===== config.mk =====
export PLATFORM = sky130hd
export DESIGN_NAME = mips_multicycle_ctrl
export DESIGN_NICKNAME = d
export VERILOG_FILES = /design/src/rtl/mips_ctrl_pkg.sv /design/src/rtl/mips_ctrl_outdec.sv /design/src/rtl/mips_multicycle_ctrl.sv
export SDC_FILE = /design/constraint.sdc
export NUM_CORES = 1
export LEC_CHECK = 0
export ABC_AREA = 1
export CAP_MARGIN = 15
export CORE_MARGIN = 5
export CORE_UTILIZATION = 42
export CTS_CLUSTER_DIAMETER = 60
export DETAILED_ROUTE_END_ITERATION = 8
export GPL_TIMING_DRIVEN = 0
export PLACE_DENSITY = 0.79
export SLEW_MARGIN = 20
export SYNTH_ARGS = -nofsm -noshare
export SYNTH_HDL_FRONTEND = slang
export SYNTH_SLANG_ARGS = --single-unit

===== constraint.sdc =====
create_clock -name clk -period 1.65 [get_ports clk]
set_clock_uncertainty 0.2 [all_clocks]
set_input_delay 0.165 -clock clk [delete_from_list [all_inputs] [get_ports clk]]
set_output_delay 0.165 -clock clk [all_outputs]
set_load 0.03 [all_outputs]

===== src/rtl/mips_ctrl_pkg.sv =====
// Shared encodings for the multi-cycle MIPS controller: FSM states, opcodes,
// ALU-op codes, datapath mux selects and the packed control vector.
package mips_ctrl_pkg;

  typedef enum logic [3:0] {
    S_IDLE      = 4'd0,
    S_FETCH     = 4'd1,
    S_DECODE    = 4'd2,
    S_MEM_ADDR  = 4'd3,
    S_MEM_READ  = 4'd4,
    S_MEM_WB    = 4'd5,
    S_MEM_WRITE = 4'd6,
    S_R_EXEC    = 4'd7,
    S_R_WB      = 4'd8,
    S_BRANCH    = 4'd9,
    S_JUMP      = 4'd10,
    S_I_EXEC    = 4'd11,
    S_I_WB      = 4'd12,
    S_HALT      = 4'd13
  } state_e;

  localparam logic [5:0] OP_RTYPE = 6'b000000;
  localparam logic [5:0] OP_LW    = 6'b100011;
  localparam logic [5:0] OP_SW    = 6'b101011;
  localparam logic [5:0] OP_BEQ   = 6'b000100;
  localparam logic [5:0] OP_J     = 6'b000010;
  localparam logic [5:0] OP_ADDI  = 6'b001000;
  localparam logic [5:0] OP_ANDI  = 6'b001100;
  localparam logic [5:0] OP_ORI   = 6'b001101;
  localparam logic [5:0] OP_XORI  = 6'b001110;
  localparam logic [5:0] OP_SLTI  = 6'b001010;

  typedef enum logic [1:0] {
    ALU_ADD   = 2'b00,
    ALU_SUB   = 2'b01,
    ALU_FUNCT = 2'b10,
    ALU_LOGIC = 2'b11
  } alu_op_e;

  localparam logic [1:0] SRCB_RT     = 2'b00;
  localparam logic [1:0] SRCB_FOUR   = 2'b01;
  localparam logic [1:0] SRCB_IMM    = 2'b10;
  localparam logic [1:0] SRCB_IMM_SH = 2'b11;

  localparam logic [1:0] PCSRC_ALU    = 2'b00;
  localparam logic [1:0] PCSRC_ALUOUT = 2'b01;
  localparam logic [1:0] PCSRC_JUMP   = 2'b10;

  typedef struct packed {
    logic       pc_write;
    logic       pc_write_cond;
    logic [1:0] pc_source;
    logic       i_or_d;
    logic       mem_read;
    logic       mem_write;
    logic       ir_write;
    logic       reg_dst;
    logic       mem_to_reg;
    logic       reg_write;
    logic       alu_src_a;
    logic [1:0] alu_src_b;
    alu_op_e    alu_op;
  } ctrl_t;

  // I-type ALU subset: ADDI adds, SLTI compares, the rest are logical.
  function automatic alu_op_e i_alu_op(input logic [5:0] op);
    case (op)
      OP_ADDI: return ALU_ADD;
      OP_SLTI: return ALU_SUB;
      default: return ALU_LOGIC;
    endcase
  endfunction

endpackage


===== src/rtl/mips_ctrl_outdec.sv =====
// Moore output decoder: maps the registered state and latched opcode to the
// datapath control vector. mem_ready only gates the FETCH-cycle IR/PC loads.
module mips_ctrl_outdec
  import mips_ctrl_pkg::*;
#(
  parameter int OPCODE_W = 6
) (
  input  state_e              state,
  input  logic [OPCODE_W-1:0] op_q,
  input  logic                mem_ready,
  output ctrl_t               ctrl
);

  always_comb begin
    // NOTE: every field gets a default before the case, so no path can infer a latch.
    ctrl = '0;
    case (state)
      S_FETCH: begin
        ctrl.mem_read  = 1'b1;
        ctrl.ir_write  = mem_ready;
        ctrl.pc_write  = mem_ready;
        ctrl.alu_src_b = SRCB_FOUR;
        ctrl.alu_op    = ALU_ADD;
        ctrl.pc_source = PCSRC_ALU;
      end
      S_DECODE: begin
        ctrl.alu_src_b = SRCB_IMM_SH;
        ctrl.alu_op    = ALU_ADD;
      end
      S_MEM_ADDR: begin
        ctrl.alu_src_a = 1'b1;
        ctrl.alu_src_b = SRCB_IMM;
        ctrl.alu_op    = ALU_ADD;
      end
      S_MEM_READ: begin
        ctrl.mem_read = 1'b1;
        ctrl.i_or_d   = 1'b1;
      end
      S_MEM_WB: begin
        ctrl.reg_write  = 1'b1;
        ctrl.mem_to_reg = 1'b1;
      end
      S_MEM_WRITE: begin
        ctrl.mem_write = 1'b1;
        ctrl.i_or_d    = 1'b1;
      end
      S_R_EXEC: begin
        ctrl.alu_src_a = 1'b1;
        ctrl.alu_src_b = SRCB_RT;
        ctrl.alu_op    = ALU_FUNCT;
      end
      S_R_WB: begin
        ctrl.reg_write = 1'b1;
        ctrl.reg_dst   = 1'b1;
      end
      S_BRANCH: begin
        ctrl.alu_src_a     = 1'b1;
        ctrl.alu_src_b     = SRCB_RT;
        ctrl.alu_op        = ALU_SUB;
        ctrl.pc_write_cond = 1'b1;
        ctrl.pc_source     = PCSRC_ALUOUT;
      end
      S_JUMP: begin
        ctrl.pc_write  = 1'b1;
        ctrl.pc_source = PCSRC_JUMP;
      end
      S_I_EXEC: begin
        ctrl.alu_src_a = 1'b1;
        ctrl.alu_src_b = SRCB_IMM;
        ctrl.alu_op    = i_alu_op(op_q[5:0]);
      end
      S_I_WB: begin
        ctrl.reg_write = 1'b1;
      end
      default: ctrl = '0;
    endcase
  end

endmodule


===== src/rtl/mips_multicycle_ctrl.sv =====
// Multi-cycle MIPS control FSM: state register, latched opcode, sticky illegal flag.
// Optional MCU_MEM_WAIT_EN adds mem_ready so memory states stall until ready.
module mips_multicycle_ctrl
  import mips_ctrl_pkg::*;
#(
  parameter int OPCODE_W     = 6,
  parameter int ALU_OP_W     = 2,
  parameter int ILLEGAL_TRAP = 1
) (
  input  logic                clk,
  input  logic                rst,
  input  logic [OPCODE_W-1:0] opcode,
`ifdef MCU_MEM_WAIT_EN
  input  logic                mem_ready,
`endif
  output logic                pc_write,
  output logic                pc_write_cond,
  output logic [1:0]          pc_source,
  output logic                i_or_d,
  output logic                mem_read,
  output logic                mem_write,
  output logic                ir_write,
  output logic                reg_dst,
  output logic                mem_to_reg,
  output logic                reg_write,
  output logic                alu_src_a,
  output logic [1:0]          alu_src_b,
  output logic [ALU_OP_W-1:0] alu_op,
  output logic                illegal_op,
  output logic [3:0]          state_dbg
);

  state_e              state, state_nx;
  logic [OPCODE_W-1:0] op_q;
  logic                op_known;
  logic                mem_go;
  ctrl_t               ctrl;

`ifdef MCU_MEM_WAIT_EN
  assign mem_go = mem_ready;
`else
  assign mem_go = 1'b1;
`endif

  always_ff @(posedge clk) begin
    // NOTE: sequential state uses non-blocking assignments so all registers update from pre-edge values.
    if (rst) begin
      state      <= S_IDLE;
      op_q       <= '0;
      illegal_op <= 1'b0;
    end else begin
      state <= state_nx;
      if (state == S_DECODE) begin
        op_q <= opcode;
        if (!op_known) illegal_op <= 1'b1;
      end
    end
  end

  always_comb begin
    state_nx = state;
    op_known = 1'b1;
    case (state)
      S_IDLE:  state_nx = S_FETCH;
      S_FETCH: if (mem_go) state_nx = S_DECODE;
      S_DECODE: begin
        case (opcode)
          OP_RTYPE:     state_nx = S_R_EXEC;
          OP_LW, OP_SW: state_nx = S_MEM_ADDR;
          OP_BEQ:       state_nx = S_BRANCH;
          OP_J:         state_nx = S_JUMP;
          OP_ADDI, OP_ANDI, OP_ORI, OP_XORI, OP_SLTI:
                        state_nx = S_I_EXEC;
          default: begin
            op_known = 1'b0;
            state_nx = (ILLEGAL_TRAP != 0) ? S_HALT : S_FETCH;
          end
        endcase
      end
      S_MEM_ADDR:  state_nx = (op_q == OP_LW) ? S_MEM_READ : S_MEM_WRITE;
      S_MEM_READ:  if (mem_go) state_nx = S_MEM_WB;
      S_MEM_WRITE: if (mem_go) state_nx = S_FETCH;
      S_R_EXEC:    state_nx = S_R_WB;
      S_I_EXEC:    state_nx = S_I_WB;
      S_MEM_WB, S_R_WB, S_BRANCH, S_JUMP, S_I_WB:
                   state_nx = S_FETCH;
      S_HALT:      state_nx = S_HALT;
      default:     state_nx = S_IDLE;
    endcase
  end

  mips_ctrl_outdec #(
    .OPCODE_W (OPCODE_W)
  ) u_outdec (
    .state     (state),
    .op_q      (op_q),
    .mem_ready (mem_go),
    .ctrl      (ctrl)
  );

  assign pc_write      = ctrl.pc_write;
  assign pc_write_cond = ctrl.pc_write_cond;
  assign pc_source     = ctrl.pc_source;
  assign i_or_d        = ctrl.i_or_d;
  assign mem_read      = ctrl.mem_read;
  assign mem_write     = ctrl.mem_write;
  assign ir_write      = ctrl.ir_write;
  assign reg_dst       = ctrl.reg_dst;
  assign mem_to_reg    = ctrl.mem_to_reg;
  assign reg_write     = ctrl.reg_write;
  assign alu_src_a     = ctrl.alu_src_a;
  assign alu_src_b     = ctrl.alu_src_b;
  assign alu_op        = ALU_OP_W'(ctrl.alu_op);
  assign state_dbg     = state;

endmodule


==> results of run 1 <==
## where the power goes
| part | leakage [uW] | total [uW] | internal [uW] | switching, uW |
|---|---|---|---|---|
| Combinational | 0.000469 | 1420 | 545 | 874 |
| Sequential | 0.0000916 | 453 | 362 | 91.0 |
| Clock | 0.0000177 | 184 | 89.8 | 94.0 |
## tightest hold or removal path, cell delays in order (launching register included)
cell and delay (ps):
dfxtp_1 310, inv_1 40, a21oi_1 50
## per-layer routing
layer | track usage, % | wire length, um | part of all wire (%)
met3 | 2.292 | 141 | 6.8
met2 | 24.69 | 992 | 48
met1 | 18.91 | 884 | 43
met4 | 7.860 | 40 | 1.9
met5 | 0 | 0 | 0
## cells by family after synthesis
group,after synthesis
compound gates,19
buf+inv,22
flops,11
simple gates,63
## flip-flops by register name, indices dropped and copies added (netlist names)
name	flops
illegal_op	1
op_q	6
state_dbg	4
## final timing paths
kind | slack [ps] | from | endpoint | cells after the start
worst min register to register | 250 | illegal_op | illegal_op | 2
worst max-delay path | -100 | state_dbg[3] | alu_op[0] | 6
worst min-delay path | 250 | illegal_op | illegal_op | 2
worst max register to register | 130 | state_dbg[0] | op_q[0] | 8
## synth_stat cells
cell / count
a211oi_2: 4
a21oi_1: 3
a21oi_2: 3
a31o_1: 1
a31o_2: 1
a41oi_1: 1
buf_4: 1
buf_6: 1
clkbuf_1: 1
dfxtp_1: 11
inv_1: 14
inv_2: 5
nand2_1: 23
nand2_2: 2
nand3_1: 7
nand3b_1: 1
nand4_1: 3
nor2_1: 26
nor2_4: 1
o211ai_1: 1
o21ai_0: 3
o22ai_1: 2
## layout make-up
| class | count | area [um^2] | share of cell area, % |
|---|---|---|---|
| clock buffers | 3 | 22.52 | 1.863 |
| plain buffers | 3 | 22.52 | 1.863 |
| well taps | 17 | 21.27 | 1.760 |
| multi-input cells | 82 | 494.2 | 40.89 |
| inverters | 19 | 78.83 | 6.522 |
| repair buffers | 39 | 336.6 | 27.85 |
| clock inverters | 1 | 5.005 | 0.4141 |
| flip-flops and latches | 11 | 227.7 | 18.84 |
## through the flow
| step | TNS (ps) | std cells | instance area, um^2 | hold WS [ps] | setup WS [ps] |
|---|---|---|---|---|---|
| after floorplan | -79.49 | 115 | 770.7 | 104.7 | -34.34 |
| after global placement | -3637 | 160 | 1072 | 238.6 | -415.1 |
| after detailed placement | -3874 | 160 | 1072 | 247.8 | -428.8 |
| after CTS | -320.5 | 165 | 1095 | 258.4 | -119.2 |
| after global routing | -1089 | 175 | 1209 | 276.3 | -182.6 |
| final | -412.1 | 175 | 1209 | 247.3 | -104.1 |
## what timing repair did
item                                    4_1_cts  5_1_grt
endpoints found under the setup margin       20       14
gates resized for setup                      94       15
setup buffers                                 1       10
pin swaps                                     1        4
==> flow_summary.ini, run 1 <==
[power_and_ir_drop]
ir_drop_mv = 0.7486
total_power_uw = 2056
p_per_area_nw_per_um2 = 1701
leakage_uw = 0.0005784

[synth]
netlist_area_um2 = 735.7
ys_ff_latch = 11
synth_compound_area_share_pct = 20.75
synthSimpleGateAreaFrac_pct = 36.56
yosys.area.top_type = dfxtp_1
yosys.cell_types.count = 22
yosys.area.top_type_share_pct = 29.93
synth_fp_nets = 123
synth_fa_ha_area_share_pct = 0
yosysSeqAreaShare_pct = 29.93
ys_warn_count = 0
synth.mux.area_fraction_pct = 0
synth_xor_area_share_pct = 0
synth_area_leaders = dfxtp_1 30%, nor2_1 13%, nand2_1 12%
avgSynthCellArea_um2 = 6.397
syn_inst = 115
synth_top_family_by_area = simple AND/OR/NAND/NOR gates

[sta]
fmax_ghz = 0.5701
relSlewSlack_pct = 59.00
rsz0062_at_grt = true
post-route-period-util_pct = 106.3
drv_slew = 0
finalSetupViolCount = 9
final.setup.worst_slack_ps = -104.1
fin_crit_ps = 1754
hold_violations = 0
tightest_slew_ps = 615.0

[routing]
drt_wl_total_um = 2059
wl_per_cell_um = 11.77
drc = 0
dr.pass1.iters = 4
antenna_left = 0
num_vias = 886
post_drt_via_cell_ratio = 5.063
drt_iter0_drc = 12

[placed_design]
dp_hpwl_um = 1508
io_buffers = 28
gp_congestion = 0.8422

[worst_setup_path]
required_ps = 1280
worstPathCellList = inv_4 > nor2_4 > nand2_2 > a31o_4 > o211ai_1 > buf_4
crit_family = flip-flops
start_kind = flop
slowest_delay_ps = 370
path_max_fanout = 5
crit_buf_inv = 2
endpoint_kind = output port
crit_path_top_delay_cell = dfxtp_2
arrival_ps = 1390
critPathKind = reg2out

[finish]
utilization_pct = 71.56
nets = 167
layout_common_cells = 23 x nor2_1, 18 x nand2_1, 17 x buf_4
syn2layout_area_growth_pct = 64.29
final_common_cell = nor2_1
drive_above_1_share_pct = 41.14
nFillCells = 142
diodes = 0

[global_route]
grt_overflow = 0
grt_usage_pct = 15.10
antenna_found_initial = 0
grt_pass1_vias = 719
grt_pass1_wl_um = 3118
grt_start_max_net_pins = 11

[floorplan]
core_area_um2 = 1689
dieArea_um2 = 2689
fp.dieW_um = 51.86
placementRows = 15
io_pins = 29
floorplan.initialDensity_pct = 43.56
fp.dieH_um = 51.86

[clock_tree]
ctsHoldBuffers = 0
worstSkewPairLatency_ps = 270
cts_inserted_buffers = 3
cts_tree = yes
h-tree-depth = 1
clock_path_buffers = 2
cts_root_buf = clkbuf_4
clk_pin_slew_ps = 70
cts_num_sinks = 11

[outcome]
violations = negative setup slack
status = finished with violations

[job]
cap_violations = 0

[min_path]
hold_path_class = reg2reg
Note: power is estimated with default switching activity, not from simulation.
==> inputs of run 2 (changes only) <==
CORE_UTILIZATION = 44   (was 42)
GPL_TIMING_DRIVEN = unset   (was 0)
PLACE_DENSITY = 0.85   (was 0.79)
SYNTH_HIERARCHICAL = 1   (was unset)
==> run 2 against run 1 <==
The run now ends clean. Hold slack improved by 36 ps. Sequential cell count unchanged. Critical path depth unchanged. Total power decreased by 38%. Synthesized cell count increased by 20%. Die area increased by 8.6%. Synthesized area increased by 16%. Worst setup slack improved by 110 ps. Global-route usage increased by 2.5 points. Sequential share of layout area decreased by 1.2 points. Combinational power decreased by 48%. Fmax increased by 7.0%. Critical endpoint is now alu_src_a. Highest routed layer unchanged.
==> flow_summary.ini, run 2 <==
[outcome]
status = finished, final reports clean

[placed_design]
gp_congestion = 0.7781
post-place-cells = 193
place_area_um2 = 1150
dp_hpwl_um = 1705
io_buffers = 28

[clock_tree]
cts_num_sinks = 11
cts_root_buf = clkbuf_4
cts_tree = yes
clock_path_buffers = 2
h-tree-depth = 1
cts_inserted_buffers = 3
ctsHoldBuffers = 0
clk_pin_slew_ps = 70
worstSkewPairLatency_ps = 270

[worst_setup_path]
crit_cells = 6
r2r_cells = 7
worstPathCellList = buf_6 > nand2_2 > inv_2 > nand2_1 > o21ai_1 > buf_4
crit_family = buffers and inverters
slowest_delay_ps = 360
required_ps = 1280
path_max_fanout = 5
arrival_ps = 1270
ff2ff_setup_slack_ps = 140
r2r_end = state_dbg[1]
crit_path_top_delay_cell = dfxtp_4
endpoint_kind = output port
start_kind = flop
critPathKind = reg2out
r2r_start = state_dbg[3]
crit_buf_inv = 3

[synth]
netlist_area_um2 = 853.3
synth-async-reset-ratio_pct = 0
yosys.area.top_type_share_pct = 25.81
synth_flop_cell = dfxtp_1
yosysMostFrequentCell = nor2_1
synth_fp_nets = 146
avgSynthCellArea_um2 = 6.183
ys_warn_count = 6
yosys.cell_types.count = 26
yosysSeqAreaShare_pct = 25.81
synth_area_leaders = dfxtp_1 26%, nor2_1 13%, nand2_1 12%
synth_edf_count = 0
ys_ff_latch = 11
syn_inst = 138
yosys.area.top_type = dfxtp_1
yosys-top-cells-count = 29 x nor2_1, 28 x nand2_1, 13 x inv_1

[global_route]
grt_pass1_vias = 911
grt_usage_pct = 17.61
antenna_found_initial = 0
grt_start_max_net_pins = 12
grt_pass1_wl_um = 3788
grt_overflow = 0

[min_path]
hold_end = illegal_op
hp-start = illegal_op
hold_path_class = reg2reg
min_path_cells = 2

[routing]
wl_per_cell_um = 11.70
post_drt_via_cell_ratio = 4.986
dr.pass1.iters = 4
antenna_left = 0
drc = 0
num_vias = 1037
drt_wl_total_um = 2433
drt_iter0_drc = 13

[floorplan]
dieArea_um2 = 2920
fp.dieW_um = 54.04
core_area_um2 = 1902
placementRows = 16
fp.dieH_um = 54.04
io_pins = 29
floorplan.initialDensity_pct = 44.87

[power_and_ir_drop]
switching_share_pct = 45.79
power.switching_uw = 586.8
p_per_area_nw_per_um2 = 963.5
leakage_uw = 0.0006514
comb_power_share_pct = 57.4
ir_drop_mv = 0.5204
internal_power_uw = 694.7
seqPwrFrac_pct = 28.0
pwr-share-clk_pct = 14.6

[sta]
hold_violations = 0
post-route-period-util_pct = 99.35
fin_crit_ps = 1639
rsz0062_at_grt = true
relSlewSlack_pct = 65.31
tightest_slew_ps = 518.7
drv_slew = 0
fmax_ghz = 0.6100
totalNegativeSetupSlack_ps = 0
finalSetupViolCount = 0
hold_ws_ps = 283.8

[finish]
largest_reg_flops = 6
nFillCells = 164
diodes = 0
utilization_pct = 69.93
layout_common_cells = 26 x nand2_1, 22 x buf_4, 21 x nor2_1
drive_above_1_share_pct = 44.20
stdcell_count = 208
fin_area_um2 = 1330
top_register = op_q
syn2layout_area_growth_pct = 55.87
final_common_cell = nand2_1
nets = 190

[job]
cap_violations = 0
==> run 2: cell count changes after synthesis, sizes merged, moves of 2 or more <==
| cell | delta |
|---|---|
| a31o | -2 |
| nand2 | +7 |
| nand3 | +3 |
| nor2 | +12 |
| nor3 | +3 |
| o21ai | +2 |
| o22ai | -2 |
==> run 2: timing repair <==
item | in CTS | in global routing
pin swaps | 0 | 5
endpoints found under the setup margin | 20 | 20
hold endpoints to repair | 0 | 0
cloned | 0 | 0
gates resized for setup | 19 | 10
buffers inserted | 1 | 10
==> run 2: layout make-up <==
class	count	area [um^2]	area share [%]
multi-input cells	104	579.3	43.56
repair buffers	42	376.6	28.32
flip-flops and latches	11	235.2	17.69
inverters	20	77.57	5.833
well taps	27	33.78	2.540
clock buffers	3	22.52	1.693
clock inverters	1	5.005	0.3763
==> run 2: kinds of logic after synthesis <==
logic type,synth area share [%]
compound gates,14.52
xor+xnor,1.027
buf+inv,11.44
flops,25.81
other cells,0.4395
simple gates,46.77
==> run 2: stage by stage <==
stage	power (uW)	worst slack [ps]
2_1_floorplan	795.1	-1.057
3_3_place_gp	968.1	90.31
3_5_place_dp	981.6	18.50
4_1_cts	1195	2.051
5_1_grt	1373	-52.72
6_report	1281	10.75
==> run 2: worst max-delay path by stage <==
stage	startpoint	end
after floorplan	state_dbg[3]	alu_src_a
after global placement	opcode[1]	state_dbg[2]
after detailed placement	opcode[0]	illegal_op
after CTS	state_dbg[2]	alu_src_a
after global routing	state_dbg[3]	mem_write
final	state_dbg[3]	alu_src_a
==> run 2: layer usage <==
metal | GRT usage (%) | vias up | part of all wire [%]
met3 | 2.493 | 4 | 6.0
met1 | 18.08 | 480 | 39
li1 | - | 520 | -
met4 | 6.224 | 0 | 1.3
met5 | 0 | - | 0
met2 | 35.28 | 33 | 53
==> run 2: power groups by stage <==
stage	Clock (uW)	Sequential, uW	Combinational, uW
6_report	187	359	736
5_1_grt	210	367	796
4_1_cts	188	365	642
3_5_place_dp	0	373	609
3_3_place_gp	0	372	596
2_1_floorplan	0	403	392
==> run 2: worst register-to-register path: stages, from the launching register on <==
cell and delay [ps]:
dfxtp_4 350, buf_4 130, inv_1 40, nand2_1 90
nor2_4 230, inv_2 90, o21bai_1 160, a21oi_1 120
